File: src/rtl/alu_pkg.sv
// alu_pkg: opcodes and FSM state encoding shared by the
// handshake ALU slice.
package alu_pkg;

  localparam logic [3:0] OP_ADDU = 4'h0;
  localparam logic [3:0] OP_ADDS = 4'h1;
  localparam logic [3:0] OP_SUBU = 4'h2;
  localparam logic [3:0] OP_SUBS = 4'h3;
  localparam logic [3:0] OP_AND  = 4'h4;
  localparam logic [3:0] OP_OR   = 4'h5;
  localparam logic [3:0] OP_XOR  = 4'h6;
  localparam logic [3:0] OP_SHR1 = 4'h7;
  localparam logic [3:0] OP_SLL  = 4'h8;
  localparam logic [3:0] OP_SRL  = 4'h9;
  localparam logic [3:0] OP_SRA  = 4'hA;
  localparam logic [3:0] OP_MULU = 4'hB;

  typedef enum logic [1:0] {
    ST_IDLE = 2'd0,
    ST_EXEC = 2'd1,
    ST_DONE = 2'd2
  } state_t;

endpackage

File: src/rtl/handshake_alu_if.sv
// handshake_alu_if: operand issue and result retire
// handshakes of the ALU bundled as one port.
interface handshake_alu_if #(
  parameter int NUMBITS = 8
);

  logic               in_valid;
  logic               in_ready;
  logic [NUMBITS-1:0] A;
  logic [NUMBITS-1:0] B;
  logic [3:0]         opcode;
  logic               out_valid;
  logic               out_ready;
  logic [NUMBITS-1:0] result;
  logic               carryout;
  logic               overflow;
  logic               zero;
  logic               err;

  modport master (
    output in_valid, A, B, opcode, out_ready,
    input  in_ready, out_valid, result,
    input  carryout, overflow, zero, err
  );

  modport slave (
    input  in_valid, A, B, opcode, out_ready,
    output in_ready, out_valid, result,
    output carryout, overflow, zero, err
  );

endinterface

File: src/rtl/alu_mul_seq.sv
// alu_mul_seq: iterative shift-add unsigned multiplier,
// one partial product per clock, NUMBITS clocks per op.
module alu_mul_seq #(
  parameter int NUMBITS = 8
) (
  input  logic                 clk,
  input  logic                 reset,
  input  logic                 start,
  input  logic [NUMBITS-1:0]   a,
  input  logic [NUMBITS-1:0]   b,
  output logic                 done,
  output logic [2*NUMBITS-1:0] product
);

  localparam int CW = $clog2(NUMBITS);
  localparam logic [CW-1:0] LAST = CW'(NUMBITS - 1);

  logic                 busy;
  logic [CW-1:0]        cnt;
  logic [2*NUMBITS-1:0] acc;
  logic [2*NUMBITS-1:0] mcand;
  logic [NUMBITS-1:0]   mplier;
  logic [2*NUMBITS-1:0] addend;

  // product is combinational so the final iteration's
  // sum is visible on the edge that completes the op
  assign addend  = mplier[0] ? mcand : '0;
  assign product = acc + addend;
  assign done    = busy & (cnt == LAST);

  // load operands on start, then accumulate and shift
  always_ff @(posedge clk) begin
    if (reset) begin
      busy   <= 1'b0;
      cnt    <= '0;
      acc    <= '0;
      mcand  <= '0;
      mplier <= '0;
    end else if (start) begin
      busy   <= 1'b1;
      cnt    <= '0;
      acc    <= '0;
      mcand  <= {{NUMBITS{1'b0}}, a};
      mplier <= b;
    end else if (busy) begin
      acc    <= product;
      mcand  <= mcand << 1;
      mplier <= mplier >> 1;
      if (done) begin
        busy <= 1'b0;
        cnt  <= '0;
      end else begin
        cnt <= cnt + 1'b1;
      end
    end
  end

endmodule

File: src/rtl/handshake_alu.sv
// handshake_alu: NUMBITS-wide ALU with valid/ready on both
// sides. Define ALU_MUL_EN to build the multi-cycle MULU.
module handshake_alu
  import alu_pkg::*;
#(
  parameter int NUMBITS = 8
) (
  input logic            clk,
  input logic            reset,
  handshake_alu_if.slave bus
);

  localparam int SHW = $clog2(NUMBITS);

  state_t state_q;
  state_t state_d;

  logic               accept;
  logic               is_mul;
  logic               mul_done;
  logic               fin_alu;
  logic               fin_mul;
  logic [NUMBITS:0]   sum;
  logic [NUMBITS:0]   dif;
  logic [SHW-1:0]     sh;
  logic [NUMBITS-1:0] alu_r;
  logic               alu_co;
  logic               alu_ov;
  logic               alu_err;

  assign bus.in_ready  = (state_q == ST_IDLE) |
                         ((state_q == ST_DONE) & bus.out_ready);
  assign bus.out_valid = (state_q == ST_DONE);
  assign accept        = bus.in_valid & bus.in_ready;

`ifdef ALU_MUL_EN
  logic [2*NUMBITS-1:0] prod;

  assign is_mul = (bus.opcode == OP_MULU);

  alu_mul_seq #(
    .NUMBITS(NUMBITS)
  ) u_mul (
    .clk    (clk),
    .reset  (reset),
    .start  (accept & is_mul),
    .a      (bus.A),
    .b      (bus.B),
    .done   (mul_done),
    .product(prod)
  );
`else
  assign is_mul   = 1'b0;
  assign mul_done = 1'b0;
`endif

  assign fin_alu = accept & ~is_mul;
  assign fin_mul = (state_q == ST_EXEC) & mul_done;

  // state register
  always_ff @(posedge clk) begin
    if (reset) state_q <= ST_IDLE;
    else       state_q <= state_d;
  end

  // next state: accepts go to DONE or EXEC by opcode
  always_comb begin
    state_d = state_q;
    unique case (state_q)
      ST_IDLE: begin
        if (accept) state_d = is_mul ? ST_EXEC : ST_DONE;
      end
      ST_EXEC: begin
        if (mul_done) state_d = ST_DONE;
      end
      ST_DONE: begin
        if (accept)             state_d = is_mul ? ST_EXEC : ST_DONE;
        else if (bus.out_ready) state_d = ST_IDLE;
      end
      default: state_d = ST_IDLE;
    endcase
  end

  // single-cycle datapath; MULU falls to default here and
  // is never used from this path
  always_comb begin
    sum     = {1'b0, bus.A} + {1'b0, bus.B};
    dif     = {1'b0, bus.A} - {1'b0, bus.B};
    sh      = bus.B[SHW-1:0];
    alu_r   = '0;
    alu_co  = 1'b0;
    alu_ov  = 1'b0;
    alu_err = 1'b0;
    unique case (bus.opcode)
      OP_ADDU: begin
        alu_r  = sum[NUMBITS-1:0];
        alu_co = sum[NUMBITS];
        alu_ov = sum[NUMBITS];
      end
      OP_ADDS: begin
        alu_r  = sum[NUMBITS-1:0];
        alu_ov = (bus.A[NUMBITS-1] == bus.B[NUMBITS-1]) &
                 (sum[NUMBITS-1] != bus.A[NUMBITS-1]);
      end
      OP_SUBU: begin
        alu_r  = dif[NUMBITS-1:0];
        alu_co = dif[NUMBITS];
        alu_ov = dif[NUMBITS];
      end
      OP_SUBS: begin
        alu_r  = dif[NUMBITS-1:0];
        alu_ov = (bus.A[NUMBITS-1] != bus.B[NUMBITS-1]) &
                 (dif[NUMBITS-1] != bus.A[NUMBITS-1]);
      end
      OP_AND:  alu_r = bus.A & bus.B;
      OP_OR:   alu_r = bus.A | bus.B;
      OP_XOR:  alu_r = bus.A ^ bus.B;
      OP_SHR1: alu_r = {1'b0, bus.A[NUMBITS-1:1]};
      OP_SLL:  alu_r = bus.A << sh;
      OP_SRL:  alu_r = bus.A >> sh;
      OP_SRA:  alu_r = NUMBITS'($signed(bus.A) >>> sh);
      default: alu_err = 1'b1;
    endcase
  end

  // result and flags change only on the edge finishing an op
  always_ff @(posedge clk) begin
    if (reset) begin
      bus.result   <= '0;
      bus.carryout <= 1'b0;
      bus.overflow <= 1'b0;
      bus.zero     <= 1'b0;
      bus.err      <= 1'b0;
    end else if (fin_alu) begin
      bus.result   <= alu_r;
      bus.carryout <= alu_co;
      bus.overflow <= alu_ov;
      bus.zero     <= (alu_r == '0);
      bus.err      <= alu_err;
`ifdef ALU_MUL_EN
    end else if (fin_mul) begin
      bus.result   <= prod[NUMBITS-1:0];
      bus.carryout <= |prod[2*NUMBITS-1:NUMBITS];
      bus.overflow <= |prod[2*NUMBITS-1:NUMBITS];
      bus.zero     <= (prod[NUMBITS-1:0] == '0);
      bus.err      <= 1'b0;
`endif
    end
  end

endmodule

File: src/flat_wrapper.sv
// flat-port wrapper written by rule: the top's interface ports become plain ports
module handshake_alu_flat import alu_pkg::*;
#(
  parameter int NUMBITS = 8
)
  (clk, reset, bus_in_valid, bus_A, bus_B, bus_opcode, bus_out_ready, bus_in_ready, bus_out_valid, bus_result, bus_carryout, bus_overflow, bus_zero, bus_err);
  handshake_alu_if #(.NUMBITS(NUMBITS)) bus_i ();
  input logic clk;
  input logic reset;
  input wire logic [$bits(bus_i.in_valid)-1:0] bus_in_valid;
  input wire logic [$bits(bus_i.A)-1:0] bus_A;
  input wire logic [$bits(bus_i.B)-1:0] bus_B;
  input wire logic [$bits(bus_i.opcode)-1:0] bus_opcode;
  input wire logic [$bits(bus_i.out_ready)-1:0] bus_out_ready;
  output wire logic [$bits(bus_i.in_ready)-1:0] bus_in_ready;
  output wire logic [$bits(bus_i.out_valid)-1:0] bus_out_valid;
  output wire logic [$bits(bus_i.result)-1:0] bus_result;
  output wire logic [$bits(bus_i.carryout)-1:0] bus_carryout;
  output wire logic [$bits(bus_i.overflow)-1:0] bus_overflow;
  output wire logic [$bits(bus_i.zero)-1:0] bus_zero;
  output wire logic [$bits(bus_i.err)-1:0] bus_err;
  assign bus_i.in_valid = bus_in_valid;
  assign bus_i.A = bus_A;
  assign bus_i.B = bus_B;
  assign bus_i.opcode = bus_opcode;
  assign bus_i.out_ready = bus_out_ready;
  assign bus_in_ready = bus_i.in_ready;
  assign bus_out_valid = bus_i.out_valid;
  assign bus_result = bus_i.result;
  assign bus_carryout = bus_i.carryout;
  assign bus_overflow = bus_i.overflow;
  assign bus_zero = bus_i.zero;
  assign bus_err = bus_i.err;
  handshake_alu #(.NUMBITS(NUMBITS)) u_core (.clk(clk), .reset(reset), .bus(bus_i));
endmodule
File: config.mk
export PLATFORM = sky130hd
export DESIGN_NAME = handshake_alu_flat
export DESIGN_NICKNAME = d
export VERILOG_FILES = /design/src/rtl/alu_pkg.sv /design/src/rtl/handshake_alu_if.sv /design/src/rtl/alu_mul_seq.sv /design/src/rtl/handshake_alu.sv /design/src/flat_wrapper.sv
export SDC_FILE = /design/constraint.sdc
export NUM_CORES = 1
export LEC_CHECK = 0
export BUFFER_PORTS_ARGS = -buffer_cell sky130_fd_sc_hd__buf_2
export CAP_MARGIN = 25
export CORE_AREA = 4 4 70 72
export CTS_CLUSTER_DIAMETER = 60
export DETAILED_ROUTE_END_ITERATION = 16
export DIE_AREA = 0 0 74 76
export GPL_ROUTABILITY_DRIVEN = 0
export MAX_ROUTING_LAYER = met4
export PLACE_DENSITY = 0.87
export SLEW_MARGIN = 10
export SYNTH_ARGS = -nofsm -noshare
export SYNTH_HDL_FRONTEND = slang
export SYNTH_SLANG_ARGS = --single-unit
File: constraint.sdc
create_clock -name clk -period 2.9 [get_ports clk]
set_input_delay 0.58 -clock clk [delete_from_list [all_inputs] [get_ports clk]]
set_output_delay 0.58 -clock clk [all_outputs]
set_load 0.01 [all_outputs]
==> results.json <==
{
  "ant_nets": 0,
  "fmax_ghz": 0.354,
  "fin_area_sq_um": 2680,
  "rrSetupSlack_ps": 1050,
  "synth_common_cells": "nor2_1, inv_1, ha_1",
  "post_cts_buffers": 0,
  "cts_buffer_depth": 2,
  "grt_pass1_wl_um": 10800,
  "cts_root_buf": "clkbuf_8",
  "fin_util_pct": 62.3,
  "tightest_slew_ps": 779,
  "worstPathMaxFanout": 20,
  "synth.top_cell.area_share_pct": 13.1,
  "dieWidth_um": 74,
  "syn_area_sq_um": 2380,
  "crit_arrival_ps": 2990,
  "wl_um": 6770,
  "max_cap_violations": 0,
  "min_path_type": "reg2reg",
  "antenna_found_initial": 0,
  "layout-drive-gt1-share_pct": 23.7,
  "yosysTopAreaCell": "ha_1",
  "core_sq_um": 4290,
  "area_growth_syn_to_layout_pct": 12.2,
  "layout_worst_path_cycle_share_pct": 97.4,
  "crit_type": "in2reg",
  "final-setup-viol-count": 0,
  "track_usage_pct": 24.6,
  "worst_ep_required_time_ps": 3060,
  "htreeDepth": 1,
  "dpl_cell_area_sq_um": 2630,
  "yosysSeqAreaShare_pct": 10.9,
  "synth.area.top_cells": "ha_1, mux4_2, dfxtp_1",
  "synth-seq-cells": 13,
  "overflow": 0,
  "cts_tree": "yes",
  "dieArea_sq_um": 5620,
  "wl_per_cell_um": 17.6,
  "drtIter0Drc": 253,
  "cp-endpoint": "u_core.bus.zero$_SDFFE_PP0P_",
  "cp-startpoint": "bus_B[0]",
  "whs_ps": 467,
  "slew_violations": 0,
  "clkLatencyLatePin_ps": 250,
  "status": "finished, final reports clean",
  "min_period_ps": 2830,
  "dp_hpwl_um": 5300,
  "cp-start-kind": "primary input",
  "numCtsBuffers": 3,
  "grt_pass1_vias": 2270,
  "layout.nets": 385,
  "regArea_sq_um": 260,
  "start_util_pct": 55.5,
  "ys.warnings.count": 0,
  "fin_skew_ps": 4.73,
  "synth_edf_count": 0,
  "clk_pin_slew_ps": 50,
  "synthArstFlopShare_pct": 0,
  "syn_area_per_cell_sq_um": 8.03,
  "r2r-start": "u_core.state_q[1]$_SDFFE_PP0P_",
  "p_leak_uw": 0.00120,
  "grt_max_degree": 21,
  "tns_ps": 0,
  "synthCells": 297,
  "antenna_cells": 0,
  "drc": 0,
  "cts_sinks": 13,
  "io_pins": 38,
  "num_vias": 2489,
  "postCtsHoldBufs": 0,
  "multi_input_area_sq_um": 1870,
  "yosysMostFrequentCell": "nor2_1",
  "rsz0062_at_grt": "no",
  "drt_pass1_iterations": 5,
  "die_h_um": 76,
  "nFillCells": 394,
  "synth_flop_cell": "dfxtp_1",
  "worst_r2r_path_depth": 7,
  "synthDistinctLibCells": 60,
  "relSlewSlack_pct": 47.9,
  "rows": 24,
  "portBuffers": 37,
  "p_per_area_nw_per_um2": 287,
  "r2r_end": "u_core.bus.zero$_SDFFE_PP0P_",
  "holdPathStages": 2,
  "cts.repair.resized": 0,
  "via_per_inst": 6.46,
  "critPathCaptureType": "flip-flop",
  "vdd_drop_max_uv": 145,
  "syn_nets": 348,
  "hold_viol_final": 0
}
worst min path at each step:
stage / from / endpoint / slack [ps]
6_report: u_core.bus.carryout$_SDFFE_PP0P_ / u_core.bus.carryout$_SDFFE_PP0P_ / 470
5_1_grt: u_core.bus.carryout$_SDFFE_PP0P_ / u_core.bus.carryout$_SDFFE_PP0P_ / 490
4_1_cts: u_core.bus.carryout$_SDFFE_PP0P_ / u_core.bus.carryout$_SDFFE_PP0P_ / 460
3_5_place_dp: u_core.bus.carryout$_SDFFE_PP0P_ / u_core.bus.carryout$_SDFFE_PP0P_ / 460
3_3_place_gp: u_core.bus.carryout$_SDFFE_PP0P_ / u_core.bus.carryout$_SDFFE_PP0P_ / 450
2_1_floorplan: u_core.bus.carryout$_SDFFE_PP0P_ / u_core.bus.carryout$_SDFFE_PP0P_ / 480
power breakdown:
part	internal [uW]	switching, uW
clock	95.0	65.9
sequential	191	5.21
combinational	176	234
total	463	305
registers in the layout (all words and copies together), names as in the netlist:
signal	count
u_core.bus.err	1
u_core.bus.zero	1
u_core.bus.result	8
u_core.bus.carryout	1
u_core.bus.overflow	1
u_core.state_q	1
critical path: stages:
cell	delay (ps)
buf_2	160
buf_4	280
mux4_1	580
and2_1	190
a2111oi_0	630
o211ai_1	290
o31ai_1	280
kinds of logic after synthesis:
kind of cell / after synthesis / synth area share [%]
AND/OR/NAND/NOR: 92 / 19.5
AO/OA/AOI/OAI: 85 / 25.4
buffers and inverters: 54 / 10.6
adder cells (fa/ha/maj): 27 / 14.8
multiplexers: 18 / 15.9
flip-flops: 13 / 10.9
XOR/XNOR: 8 / 2.94
per-layer routing:
| layer | up-vias | routed length (um) | track usage, % |
|---|---|---|---|
| met5 | - | 0 | - |
| met4 | 0 | 163 | 7.61 |
| met3 | 22 | 696 | 2.90 |
| met2 | 154 | 3210 | 39.1 |
| met1 | 1146 | 2710 | 32.2 |
| li1 | 1167 | - | - |
cell usage in the layout, fill, tap and decap left out, types with 5 or more instances in the layout:
cell,instances
a21oi_1,20
nor3_1,13
dfxtp_1,13
o31ai_1,6
nand4_1,5
a211oi_1,8
buf_4,17
inv_1,31
o21ai_0,12
nand2_1,14
buf_2,37
ha_1,25
nand2b_1,6
xnor2_1,7
nor2_1,32
mux4_2,13
cell type report:
| class | count | area share (%) |
|---|---|---|
| clock buffer | 3 | 1.54 |
| tap | 52 | 2.43 |
| clock inverter | 1 | 0.187 |
| multi-input combinational | 230 | 69.9 |
| inverter | 32 | 4.49 |
| sequential | 13 | 9.73 |
| timing repair buffer | 54 | 11.7 |
metrics by stage:
stage | power, uW | setup slack [ps] | cells
after floorplan | 481 | 302 | 297
after global placement | 588 | 32.9 | 381
after detailed placement | 601 | -163 | 381
after CTS | 765 | 89.0 | 385
after global routing | 819 | 57.8 | 385
final | 768 | 74.8 | 385
Note: power is estimated with default switching activity, not from simulation.
